### src/rtl/weight_bram_sequencer_if.sv
// Handshake bundles for the weight BRAM sequencer: host load port and MAC weight stream.
interface weight_load_if #(
  parameter int unsigned AW = 5,
  parameter int unsigned DW = 16
);
  logic          ld_valid;
  logic          ld_ready;
  logic [AW-1:0] ld_addr;
  logic [DW-1:0] ld_data;

  modport master (output ld_valid, ld_addr, ld_data, input ld_ready);
  modport slave  (input ld_valid, ld_addr, ld_data, output ld_ready);
endinterface

interface weight_stream_if #(
  parameter int unsigned AW = 5,
  parameter int unsigned DW = 16
);
  logic          w_valid;
  logic          w_ready;
  logic [DW-1:0] w_data;
  logic [AW-1:0] w_index;
  logic          w_last;

  modport master (output w_valid, w_data, w_index, w_last, input w_ready);
  modport slave  (input w_valid, w_data, w_index, w_last, output w_ready);
endinterface

### src/rtl/weight_bram_sequencer.sv
// Shares one weight BRAM port between host loads (IDLE) and an in-order
// read stream to the MAC (RUN) through a 2-entry output FIFO.
module weight_bram_sequencer #(
  parameter int unsigned DEPTH = 28,
  parameter int unsigned AW    = 5,
  parameter int unsigned DW    = 16
) (
  input  logic           CLK,
  input  logic           RST,
  input  logic           start,
  output logic           busy,
  output logic           done,
  weight_load_if.slave   ld,
  output logic [AW-1:0]  ADDR,
  output logic [DW-1:0]  DI,
  output logic           EN,
  output logic           WE,
  input  logic [DW-1:0]  bram_do,
  weight_stream_if.master w
);
  localparam int unsigned CW = $clog2(DEPTH + 1);

  typedef enum logic [1:0] {IDLE, RUN, DONE} state_t;

  state_t        state, state_d;
  logic [CW-1:0] issue_cnt;
  logic          inflight;
  logic [1:0]    fifo_count;
  logic          rd_ptr, wr_ptr;
  logic [DW-1:0] fifo_data [2];
  logic [AW-1:0] fifo_idx  [2];

  logic          pop, load, issue;
  logic [2:0]    occ;
  logic          en_d, we_d;
  logic [AW-1:0] addr_d;
  logic [DW-1:0] di_d;

  // Occupancy after this edge counts the read still in flight, so a third entry is never requested.
  assign pop         = w.w_valid & w.w_ready;
  assign occ         = 3'(fifo_count) + 3'(inflight) - 3'(pop);
  assign load        = ld.ld_valid & ld.ld_ready;
  assign ld.ld_ready = (state == IDLE) && !start;
  assign busy        = (state == RUN);
  assign done        = (state == DONE);
  assign w.w_valid   = (fifo_count != 2'd0);
  assign w.w_data    = fifo_data[rd_ptr];
  assign w.w_index   = fifo_idx[rd_ptr];
  assign w.w_last    = w.w_valid && (fifo_idx[rd_ptr] == AW'(DEPTH - 1));

  // Next state and next BRAM port values.
  always_comb begin
    state_d = state;
    en_d    = 1'b0;
    we_d    = 1'b0;
    addr_d  = ADDR;
    di_d    = DI;
    issue   = 1'b0;
    unique case (state)
      IDLE: begin
        if (start) begin
          state_d = RUN;
        end else if (load) begin
          en_d   = 1'b1;
          we_d   = 1'b1;
          addr_d = ld.ld_addr;
          di_d   = ld.ld_data;
        end
      end
      RUN: begin
        issue = (issue_cnt < CW'(DEPTH)) && (occ < 3'd2);
        if (issue) begin
          en_d   = 1'b1;
          addr_d = AW'(issue_cnt);
        end
        if (pop && w.w_last) state_d = DONE;
      end
      DONE:    state_d = IDLE;
      default: state_d = IDLE;
    endcase
  end

  // State register.
  always_ff @(posedge CLK or posedge RST) begin
    if (RST) state <= IDLE;
    else     state <= state_d;
  end

  // Registered BRAM port.
  always_ff @(posedge CLK or posedge RST) begin
    if (RST) begin
      EN   <= 1'b0;
      WE   <= 1'b0;
      ADDR <= '0;
      DI   <= '0;
    end else begin
      EN   <= en_d;
      WE   <= we_d;
      ADDR <= addr_d;
      DI   <= di_d;
    end
  end

  // Read issue counter and in-flight flag; the counter rewinds whenever not running.
  always_ff @(posedge CLK or posedge RST) begin
    if (RST) begin
      issue_cnt <= '0;
      inflight  <= 1'b0;
    end else begin
      inflight <= issue;
      if (state != RUN) issue_cnt <= '0;
      else if (issue)   issue_cnt <= issue_cnt + CW'(1);
    end
  end

  // Output FIFO: the in-flight read lands here with the address it was issued on.
  always_ff @(posedge CLK or posedge RST) begin
    if (RST) begin
      fifo_count <= 2'd0;
      rd_ptr     <= 1'b0;
      wr_ptr     <= 1'b0;
      for (int i = 0; i < 2; i++) begin
        fifo_data[i] <= '0;
        fifo_idx[i]  <= '0;
      end
    end else begin
      if (inflight) begin
        fifo_data[wr_ptr] <= bram_do;
        fifo_idx[wr_ptr]  <= ADDR;
        wr_ptr            <= ~wr_ptr;
      end
      if (pop) rd_ptr <= ~rd_ptr;
      fifo_count <= fifo_count + {1'b0, inflight} - {1'b0, pop};
    end
  end
endmodule

### src/flat_wrapper.sv
// flat-port wrapper written by rule: the top's interface ports become plain ports
module weight_bram_sequencer_flat 
#(
  parameter int unsigned DEPTH = 28,
  parameter int unsigned AW    = 5,
  parameter int unsigned DW    = 16
)
  (CLK, RST, start, busy, done, ADDR, DI, EN, WE, bram_do, ld_ld_valid, ld_ld_addr, ld_ld_data, ld_ld_ready, w_w_valid, w_w_data, w_w_index, w_w_last, w_w_ready);
  weight_load_if #(.AW(AW), .DW(DW)) ld_i ();
  weight_stream_if #(.AW(AW), .DW(DW)) w_i ();
  input  logic CLK;
  input  logic RST;
  input  logic start;
  output logic busy;
  output logic done;
  output logic [AW-1:0] ADDR;
  output logic [DW-1:0] DI;
  output logic EN;
  output logic WE;
  input  logic [DW-1:0] bram_do;
  input wire logic [$bits(ld_i.ld_valid)-1:0] ld_ld_valid;
  input wire logic [$bits(ld_i.ld_addr)-1:0] ld_ld_addr;
  input wire logic [$bits(ld_i.ld_data)-1:0] ld_ld_data;
  output wire logic [$bits(ld_i.ld_ready)-1:0] ld_ld_ready;
  output wire logic [$bits(w_i.w_valid)-1:0] w_w_valid;
  output wire logic [$bits(w_i.w_data)-1:0] w_w_data;
  output wire logic [$bits(w_i.w_index)-1:0] w_w_index;
  output wire logic [$bits(w_i.w_last)-1:0] w_w_last;
  input wire logic [$bits(w_i.w_ready)-1:0] w_w_ready;
  assign ld_i.ld_valid = ld_ld_valid;
  assign ld_i.ld_addr = ld_ld_addr;
  assign ld_i.ld_data = ld_ld_data;
  assign ld_ld_ready = ld_i.ld_ready;
  assign w_w_valid = w_i.w_valid;
  assign w_w_data = w_i.w_data;
  assign w_w_index = w_i.w_index;
  assign w_w_last = w_i.w_last;
  assign w_i.w_ready = w_w_ready;
  weight_bram_sequencer #(.DEPTH(DEPTH), .AW(AW), .DW(DW)) u_core (.CLK(CLK), .RST(RST), .start(start), .busy(busy), .done(done), .ld(ld_i), .ADDR(ADDR), .DI(DI), .EN(EN), .WE(WE), .bram_do(bram_do), .w(w_i));
endmodule
### config.mk
export PLATFORM = sky130hd
export DESIGN_NAME = weight_bram_sequencer_flat
export DESIGN_NICKNAME = d
export VERILOG_FILES = /design/src/rtl/weight_bram_sequencer_if.sv /design/src/rtl/weight_bram_sequencer.sv /design/src/flat_wrapper.sv
export SDC_FILE = /design/constraint.sdc
export NUM_CORES = 1
export LEC_CHECK = 0
export ABC_CLOCK_PERIOD_IN_PS = 8930
export CAP_MARGIN = 40
export CORE_ASPECT_RATIO = 1.1
export CORE_UTILIZATION = 51
export DETAILED_ROUTE_END_ITERATION = 6
export PLACE_DENSITY = 0.84
export SLEW_MARGIN = 25
export SYNTH_ARGS = -nofsm -noshare
export SYNTH_HDL_FRONTEND = slang
export SYNTH_SLANG_ARGS = --single-unit
### constraint.sdc
create_clock -name CLK -period 8.93 [get_ports CLK]
set_input_delay 2.679 -clock CLK [delete_from_list [all_inputs] [get_ports CLK]]
set_output_delay 2.679 -clock CLK [all_outputs]
set_load 0.05 [all_outputs]
==> results of run 1 <==
[metal layers]
metal  part of all wire  up-vias
li1                   -     1091
met1               0.39     1139
met2               0.53       78
met4              0.010        0
met5                  0        -
met3              0.064        6
[cell families after synthesis]
group                    synth area share
AND/OR/NAND/NOR                     0.119
multiplexers                        0.215
XOR/XNOR                           0.0106
adder cells (fa/ha/maj)            0.0175
buffers and inverters              0.0254
flip-flops                          0.585
AO/OA/AOI/OAI                      0.0270
[registers in the layout, summed over array words and instances, names as in the netlist]
register / count
u_core.ADDR: 5
u_core.DI: 16
u_core.EN: 1
u_core.WE: 1
u_core.fifo_count: 2
u_core.fifo_data: 32
u_core.fifo_idx: 10
u_core.inflight: 1
u_core.issue_cnt: 5
u_core.rd_ptr: 1
u_core.state: 2
u_core.wr_ptr: 1
[layout by cell type (no fill, tap or decap), drive strengths merged, types with 3 or more instances in the layout]
cell	Yosys	layout
a21oi	4	4
and3	3	3
buf	6	4
clkbuf	5	11
clkdlybuf4s50	0	90
clkinv	0	3
dfrtp	77	77
ha	3	3
inv	8	8
mux2	63	63
nand2	55	55
nand3	4	4
nor2	10	10
nor3	3	3
o22ai	4	4
[through the flow]
step                      worst slack (ps)  area [µm²]  cells  utilization  hold WS, ps
after floorplan                       2440        3290    266            -          441
after global placement                1950        4260    427        0.688          456
after detailed placement              1930        4300    429        0.694          468
after CTS                             1920        4510    445        0.727          487
after global routing                  1890        4510    445        0.727          505
final                                 1900        4510    445        0.727          483
[worst max path at each step]
| stage | end | slack [ps] | depth (start not counted) |
|---|---|---|---|
| 2_1_floorplan | ld_ld_ready | 2440 | 1 |
| 3_3_place_gp | ld_ld_ready | 1950 | 3 |
| 3_5_place_dp | ld_ld_ready | 1930 | 3 |
| 4_1_cts | ld_ld_ready | 1920 | 3 |
| 5_1_grt | ld_ld_ready | 1890 | 3 |
| 6_report | ld_ld_ready | 1900 | 3 |
[tightest hold or removal path, cell delays in order (launching register included)]
cell	delay, ps
dfrtp_1	350
nand2_1	50
nand2_1	60
[layout make-up]
| cell class | instances | area share |
|---|---|---|
| flip-flops and latches | 77 | 0.428 |
| multi-input cells | 170 | 0.287 |
| repair buffers | 94 | 0.211 |
| clock buffers | 11 | 0.0292 |
| well taps | 80 | 0.0222 |
| clock inverters | 5 | 0.0167 |
| inverters | 8 | 0.00666 |
==> results.sh, run 1 <==
export IMPL_grt_max_degree=44
export IMPL_hold_viol_final=0
export IMPL_max_stage_delay_ps=900
export IMPL_top_usage_layer="met2"
export IMPL_diodes=0
export IMPL_clk_latency_ps=340
export IMPL_dr_first_iter_drc_count=80
export IMPL_crit_chain="clkdlybuf4s50_1 -> nor3_1 -> clkdlybuf4s50_1"
export IMPL_rows=30
export IMPL_syn_nets=312
export IMPL_required_ps=6250
export IMPL_hold_path_depth=2
export IMPL_core_area_mm2=0.00619
export IMPL_cap_violations=0
export IMPL_synth_area_mm2=0.00329
export IMPL_multiInputGateArea_mm2=0.00129
export IMPL_ctsResizeCount=0
export IMPL_report_final_slew_viol_count=0
export IMPL_yosys_top_cells_count="dfrtp_1, mux2_2, nand2_1, nor2_1, inv_1"
export IMPL_die_w_um=78.6
export IMPL_overflow=0
export IMPL_area_growth_pct=36.8
export IMPL_worstSetupStartpoint="start"
export IMPL_finalWirelength_mm=6.92
export IMPL_grt_antenna_before_repair=0
export IMPL_ys_types=35
export IMPL_use_met3=0.0611
export IMPL_synth_ff_type="dfrtp_1"
export IMPL_synth_seq_cells=77
export IMPL_ios=91
export IMPL_finalSetupTns_ps=0
export IMPL_initial_core_util=0.532
export IMPL_grt_use_met2=0.404
export IMPL_track_usage=0.224
export IMPL_worst_slew_pin_transition_ps=640
export IMPL_critical_path_class="in -> out"
export IMPL_crit_slowest_cell="clkdlybuf4s50_1"
export IMPL_cpMostUsedCell="clkdlybuf4s50_1"
export IMPL_die_y_um=86.3
export IMPL_worstHoldStart="u_core.DI[7]"
export IMPL_hold_end="u_core.DI[7]"
export IMPL_netlist_instances=266
export IMPL_synth_edf_count=0
export IMPL_use_met1=0.253
export IMPL_worstSetupStartpointType="primary input"
export IMPL_first_pass_iters=4
export IMPL_htreeDepth=3
export IMPL_place_gp_congestion=0.858
export IMPL_drc=0
export IMPL_async_flop_share=1.00
export IMPL_num_vias=2314
export IMPL_wl_per_cell_um=15.6
export IMPL_yosysTopAreaCellShare=0.585
export IMPL_ant_nets=0
export IMPL_fillers=440
export IMPL_fin_nets=406
export IMPL_r2r_slack_ps=5990
export IMPL_drive_gt1_frac=0.241
export IMPL_hpwlAfterDp_mm=4.91
export IMPL_numCtsBuffers=9
export IMPL_synthTopCellsByArea="dfrtp_1, mux2_2, nand2_1"
export IMPL_cp_top_family="buffers and inverters"
export IMPL_viasPerCell=5.20
export IMPL_cts_setup_buffers=0
export IMPL_portBuffers=90
export IMPL_arrival_ps=4350
export IMPL_cts_hold_buf=0
export IMPL_crit_buf_inv=2
export IMPL_max_freq_ghz=0.142
export IMPL_r2r_end="u_core.ADDR[0]"
export IMPL_clk_path_buf_depth=2
export IMPL_grt_pass1_wl_mm=11.5
export IMPL_worstReg2RegStart="u_core.fifo_count[1]"
export IMPL_rsz0062_at_grt="false"
export IMPL_synth_most_common_cell="dfrtp_1"
export IMPL_ff_latch_area_mm2=0.00193
export IMPL_cts_root_buf="clkbuf_8"
export IMPL_cts_tree="yes"
export IMPL_status="finished, final reports clean"
export IMPL_clock_skew_final_ps=11.3
export IMPL_syn_avg_cell_area_um2=12.4
export IMPL_grt_pass1_vias=2555
export IMPL_yosysWarnings=0
export IMPL_slew_limit_headroom=0.573
export IMPL_reg2reg_depth=9
export IMPL_synth_seq_area_share=0.585
export IMPL_cts_clk_slew_worst_paths_ps=80
export IMPL_hp_class="reg -> reg"
export IMPL_die_area_mm2=0.00679
export IMPL_finalSetupViolations=0
export IMPL_worst_path_max_fanout=2
export IMPL_cp_end_kind="output port"
export IMPL_cts_sinks=77
export IMPL_synth_largest_area_cell="dfrtp_1"
export IMPL_layout_min_cycle_time_ps=7030
export IMPL_finalCritPeriodShare=0.787
Power of run 1 is left out: the tool's default activity adds up to more than one toggle a clock period on the data nets, which glitch-free logic cannot reach.
==> run 2, diff against run 1 <==
--- a/config.mk
+++ b/config.mk
@@ -5,12 +5,12 @@
 export SDC_FILE = /design/constraint.sdc
 export NUM_CORES = 1
 export LEC_CHECK = 0
-export ABC_CLOCK_PERIOD_IN_PS = 8930
+export ABC_CLOCK_PERIOD_IN_PS = 6400
 export CAP_MARGIN = 40
 export CORE_ASPECT_RATIO = 1.1
-export CORE_UTILIZATION = 51
+export CORE_UTILIZATION = 43
 export DETAILED_ROUTE_END_ITERATION = 6
-export PLACE_DENSITY = 0.84
+export PLACE_DENSITY = 0.76
 export SLEW_MARGIN = 25
 export SYNTH_ARGS = -nofsm -noshare
 export SYNTH_HDL_FRONTEND = slang
==> constraint.sdc (replaced) <==
create_clock -name CLK -period 6.4 [get_ports CLK]
set_input_delay 1.92 -clock CLK [delete_from_list [all_inputs] [get_ports CLK]]
set_output_delay 1.92 -clock CLK [all_outputs]
set_load 0.05 [all_outputs]
==> run 2 against run 1 <==
Compared with the run above:
- worst hold slack got worse by 5.5 ps
- non-clock buffer count did not move
- largest cell class unchanged
- utilization fell by 13 points
- sequential cell count did not move
- highest routed layer unchanged
- critical path type unchanged
==> results.sh, run 2 (same netlist as run 1, synthesis figures left out) <==
export IMPL_status="finished, final reports clean"
export IMPL_worst_slew_pin_transition_ps=652
export IMPL_rows=33
export IMPL_arrival_ps=3530
export IMPL_cts_root_buf="clkbuf_8"
export IMPL_hp_class="reg -> reg"
export IMPL_top_regs="u_core.fifo_data (32), u_core.DI (16), u_core.fifo_idx (10)"
export IMPL_placed_cells=436
export IMPL_worst_path_max_fanout=2
export IMPL_utilization=0.601
export IMPL_cts_sinks=77
export IMPL_numCtsBuffers=9
export IMPL_drc=0
export IMPL_cts_clk_slew_worst_paths_ps=80
export IMPL_largest_reg_flops=32
export IMPL_htreeDepth=3
export IMPL_viasPerCell=5.12
export IMPL_wl_per_cell_um=15.0
export IMPL_grt_max_degree=48
export IMPL_initial_core_util=0.443
export IMPL_core_area_mm2=0.00743
export IMPL_grt_pass1_vias=2434
export IMPL_diodes=0
export IMPL_cts_tree="yes"
export IMPL_largest_register="u_core.fifo_data"
export IMPL_finalSetupTns_ps=0
export IMPL_fin_nets=406
export IMPL_die_area_mm2=0.00802
export IMPL_die_y_um=93.8
export IMPL_layout_commonest_cell="clkdlybuf4s50_1"
export IMPL_cts_setup_buffers=0
export IMPL_rsz0062_at_grt="false"
export IMPL_critical_path_class="in -> out"
export IMPL_finalCritPeriodShare=0.851
export IMPL_clk_latency_ps=340
export IMPL_grt_antenna_before_repair=0
export IMPL_slew_limit_headroom=0.565
export IMPL_cts_hold_buf=0
export IMPL_worstSetupStartpointType="primary input"
export IMPL_drive_gt1_frac=0.245
export IMPL_cp_end_kind="output port"
export IMPL_finalWirelength_mm=6.76
export IMPL_portBuffers=90
export IMPL_layout_min_cycle_time_ps=5450
export IMPL_report_final_slew_viol_count=0
export IMPL_ios=91
export IMPL_clock_skew_final_ps=6.40
export IMPL_max_freq_ghz=0.184
export IMPL_die_w_um=85.5
export IMPL_track_usage=0.182
export IMPL_required_ps=4480
export IMPL_cap_violations=0
export IMPL_final_cell_mix="clkdlybuf4s50_1, dfrtp_1, mux2_2"
export IMPL_first_pass_iters=4
export IMPL_finalSetupViolations=0
export IMPL_area_growth_pct=35.7
export IMPL_grt_pass1_wl_mm=11.1
export IMPL_ant_nets=0
export IMPL_place_gp_congestion=0.783
export IMPL_overflow=0
export IMPL_dr_first_iter_drc_count=60
export IMPL_ctsResizeCount=0
export IMPL_hpwlAfterDp_mm=4.71
export IMPL_finalNonFillerCells=451
export IMPL_hold_viol_final=0
export IMPL_clk_path_buf_depth=2
export IMPL_num_vias=2308
==> run 2: cell count changes in the layout (fill, tap and decap cells not counted) <==
cell / change
buf_12: -1
buf_4: +1
bufinv_16: -1
clkbuf_1: -2
clkinv_2: +2
nor2_2: +1
nor2_4: -1
==> run 2: area by class of cell <==
cell class	instances	area, µm²
sequential	77	1930
tap	87	109
timing repair buffer	94	938
multi-input combinational	170	1290
clock inverter	6	55.1
clock buffer	9	124
fill	634	2960
inverter	8	30.0
==> run 2: routing by layer <==
layer / vias up / part of all wire / track usage / routed length (µm)
met2: 68 / 0.50 / 0.313 / 3370
met1: 1142 / 0.43 / 0.215 / 2900
met5: - / 0 / 0 / 0
li1: 1090 / - / - / -
met4: 0 / 0.012 / 0.0792 / 82
met3: 8 / 0.060 / 0.0466 / 407
==> run 2: worst paths after layout <==
kind | slack (ps) | cells past startpoint | from | end
worst max-delay path | 950 | 3 | start | ld_ld_ready
worst min-delay path | 480 | 2 | u_core.DI[11] | u_core.DI[11]
worst max register to register | 3430 | 9 | u_core.fifo_count[1] | u_core.ADDR[0]
worst min register to register | 480 | 2 | u_core.DI[11] | u_core.DI[11]
max in group asynchronous | 3380 | 3 | RST | u_core.ADDR[2]
min in group asynchronous | 1980 | 2 | RST | u_core.DI[14]
==> run 2: worst max-delay path, cell delays in order <==
cell	delay, ps
clkdlybuf4s50_1	420
nor3_1	310
clkdlybuf4s50_1	870
==> run 2: stage by stage <==
step / instance area [µm²] / setup WS (ps) / hold WS, ps
floorplan: 3290 / 1420 / 441
global placement: 4280 / 1050 / 457
detailed placement: 4290 / 948 / 463
CTS: 4470 / 944 / 483
global route: 4470 / 889 / 510
finish: 4470 / 951 / 478
Power of run 2 is left out for the same reason.
==> run 3, diff against run 2 <==
--- a/config.mk
+++ b/config.mk
@@ -10,6 +10,8 @@
 export CORE_ASPECT_RATIO = 1.1
 export CORE_UTILIZATION = 43
 export DETAILED_ROUTE_END_ITERATION = 6
+export GPL_ROUTABILITY_DRIVEN = 0
+export GPL_TIMING_DRIVEN = 0
 export PLACE_DENSITY = 0.76
 export SLEW_MARGIN = 25
 export SYNTH_ARGS = -nofsm -noshare
==> run 3 against run 2 <==
Compared with the run above:
- via count rose by 0.39%
- register-to-register slack barely moved
- cell count rose by 1.8%
- first-iteration DRC count grew 48%
- critical endpoint unchanged
- largest cell class unchanged
- highest routed layer unchanged
==> results.sh, run 3 (same netlist as run 1, synthesis figures left out) <==
export IMPL_numCtsBuffers=9
export IMPL_cp_top_family="buffers and inverters"
export IMPL_crit_buf_inv=2
export IMPL_clk_path_buf_depth=2
export IMPL_die_area_mm2=0.00802
export IMPL_htreeDepth=3
export IMPL_overflow=0
export IMPL_grt_max_degree=48
export IMPL_report_final_slew_viol_count=0
export IMPL_layout_commonest_cell="clkdlybuf4s50_1"
export IMPL_crit_chain="clkdlybuf4s50_1 -> nor3_1 -> clkdlybuf4s50_1"
export IMPL_status="finished, final reports clean"
export IMPL_drive_gt1_frac=0.239
export IMPL_ant_nets=0
export IMPL_largest_reg_flops=32
export IMPL_max_stage_delay_ps=890
export IMPL_largest_register="u_core.fifo_data"
export IMPL_die_y_um=93.8
export IMPL_top_regs="u_core.fifo_data (32), u_core.DI (16), u_core.fifo_idx (10)"
export IMPL_drc=0
export IMPL_finalWirelength_mm=7.02
export IMPL_worst_slew_pin_transition_ps=679
export IMPL_hold_viol_final=0
export IMPL_crit_slowest_cell="clkdlybuf4s50_1"
export IMPL_cts_root_buf="clkbuf_8"
export IMPL_clock_skew_final_ps=6.81
export IMPL_finalSetupTns_ps=0
export IMPL_ctsResizeCount=0
export IMPL_worstSetupStartpointType="primary input"
export IMPL_final_cell_mix="clkdlybuf4s50_1, dfrtp_1, mux2_2"
export IMPL_cts_clk_slew_worst_paths_ps=70
export IMPL_cts_tree="yes"
export IMPL_grt_pass1_wl_mm=11.7
export IMPL_layout_setup_ws_ps=880
export IMPL_initial_core_util=0.443
export IMPL_die_w_um=85.5
export IMPL_fillers=592
export IMPL_rows=33
export IMPL_hold_slack_ps=481
export IMPL_hp_class="reg -> reg"
export IMPL_fin_nets=414
export IMPL_pre_cts_slack_ps=844
export IMPL_arrival_ps=3600
export IMPL_finalCritPeriodShare=0.863
export IMPL_clk_latency_ps=340
export IMPL_cpMostUsedCell="clkdlybuf4s50_1"
export IMPL_area_growth_pct=38.1
export IMPL_worst_path_max_fanout=2
export IMPL_required_ps=4480
export IMPL_grt_antenna_before_repair=0
export IMPL_critical_path_class="in -> out"
export IMPL_cts_hold_buf=0
export IMPL_num_vias=2317
export IMPL_grt_pass1_vias=2396
export IMPL_viasPerCell=5.05
export IMPL_cap_violations=0
export IMPL_slew_limit_headroom=0.547
export IMPL_core_area_mm2=0.00743
export IMPL_cts_setup_buffers=0
export IMPL_rsz0062_at_grt="false"
export IMPL_dr_first_iter_drc_count=89
export IMPL_cts_sinks=77
export IMPL_layout_min_cycle_time_ps=5520
export IMPL_hpwlAfterDp_mm=5.00
export IMPL_diodes=0
export IMPL_finalSetupViolations=0
export IMPL_ios=91
export IMPL_cp_end_kind="output port"
export IMPL_track_usage=0.190
export IMPL_wl_per_cell_um=15.3
export IMPL_max_freq_ghz=0.181
export IMPL_first_pass_iters=4
export IMPL_portBuffers=90
==> run 3: cell count changes in the layout (fill, tap and decap cells not counted), sizes merged <==
cell and change:
clkinvlp +1, bufinv +1, buf +3, clkbuf +7, clkinv -4
==> run 3: routing by layer <==
layer,global-route usage,part of all wire,up-vias
li1,-,-,1111
met1,0.247,0.43,1126
met2,0.303,0.49,67
met3,0.0483,0.057,13
met4,0.0778,0.021,0
met5,0,0,-
==> run 3: stage by stage <==
step / area (µm²) / util / instances
4_1_cts: 4550 / 0.612 / 459
2_1_floorplan: 3290 / - / 266
5_1_grt: 4550 / 0.612 / 459
3_3_place_gp: 4300 / 0.579 / 443
6_report: 4550 / 0.612 / 459
3_5_place_dp: 4330 / 0.583 / 444
==> run 3: path summary, 6_finish.rpt <==
kind                                            from              endpoint  slack, ps  cells after the start
worst max-delay path                           start           ld_ld_ready        880                      3
worst min-delay path                    u_core.DI[5]          u_core.DI[5]        480                      2
worst max register to register  u_core.fifo_count[1]        u_core.ADDR[0]       3430                     10
worst min register to register          u_core.DI[5]          u_core.DI[5]        480                      2
max in group asynchronous                        RST  u_core.fifo_data[23]       3900                      3
min in group asynchronous                        RST  u_core.fifo_data[17]       1930                      2
==> run 3: tightest hold or removal path, delay by kind of cell, from the launching register on <==
kind          cells  cell delay, ps
flops             1             350
simple gates      2             100
==> run 3: final cells by class <==
cell class | count | area (µm²) | area share
multi-input cells | 170 | 1280 | 0.282
clock buffers | 11 | 141 | 0.0311
flip-flops and latches | 77 | 1930 | 0.424
repair buffers | 91 | 928 | 0.204
plain buffers | 11 | 53.8 | 0.0118
clock inverters | 4 | 72.6 | 0.0160
inverters | 8 | 32.5 | 0.00715
well taps | 87 | 109 | 0.0239
Power of run 3 is left out for the same reason.
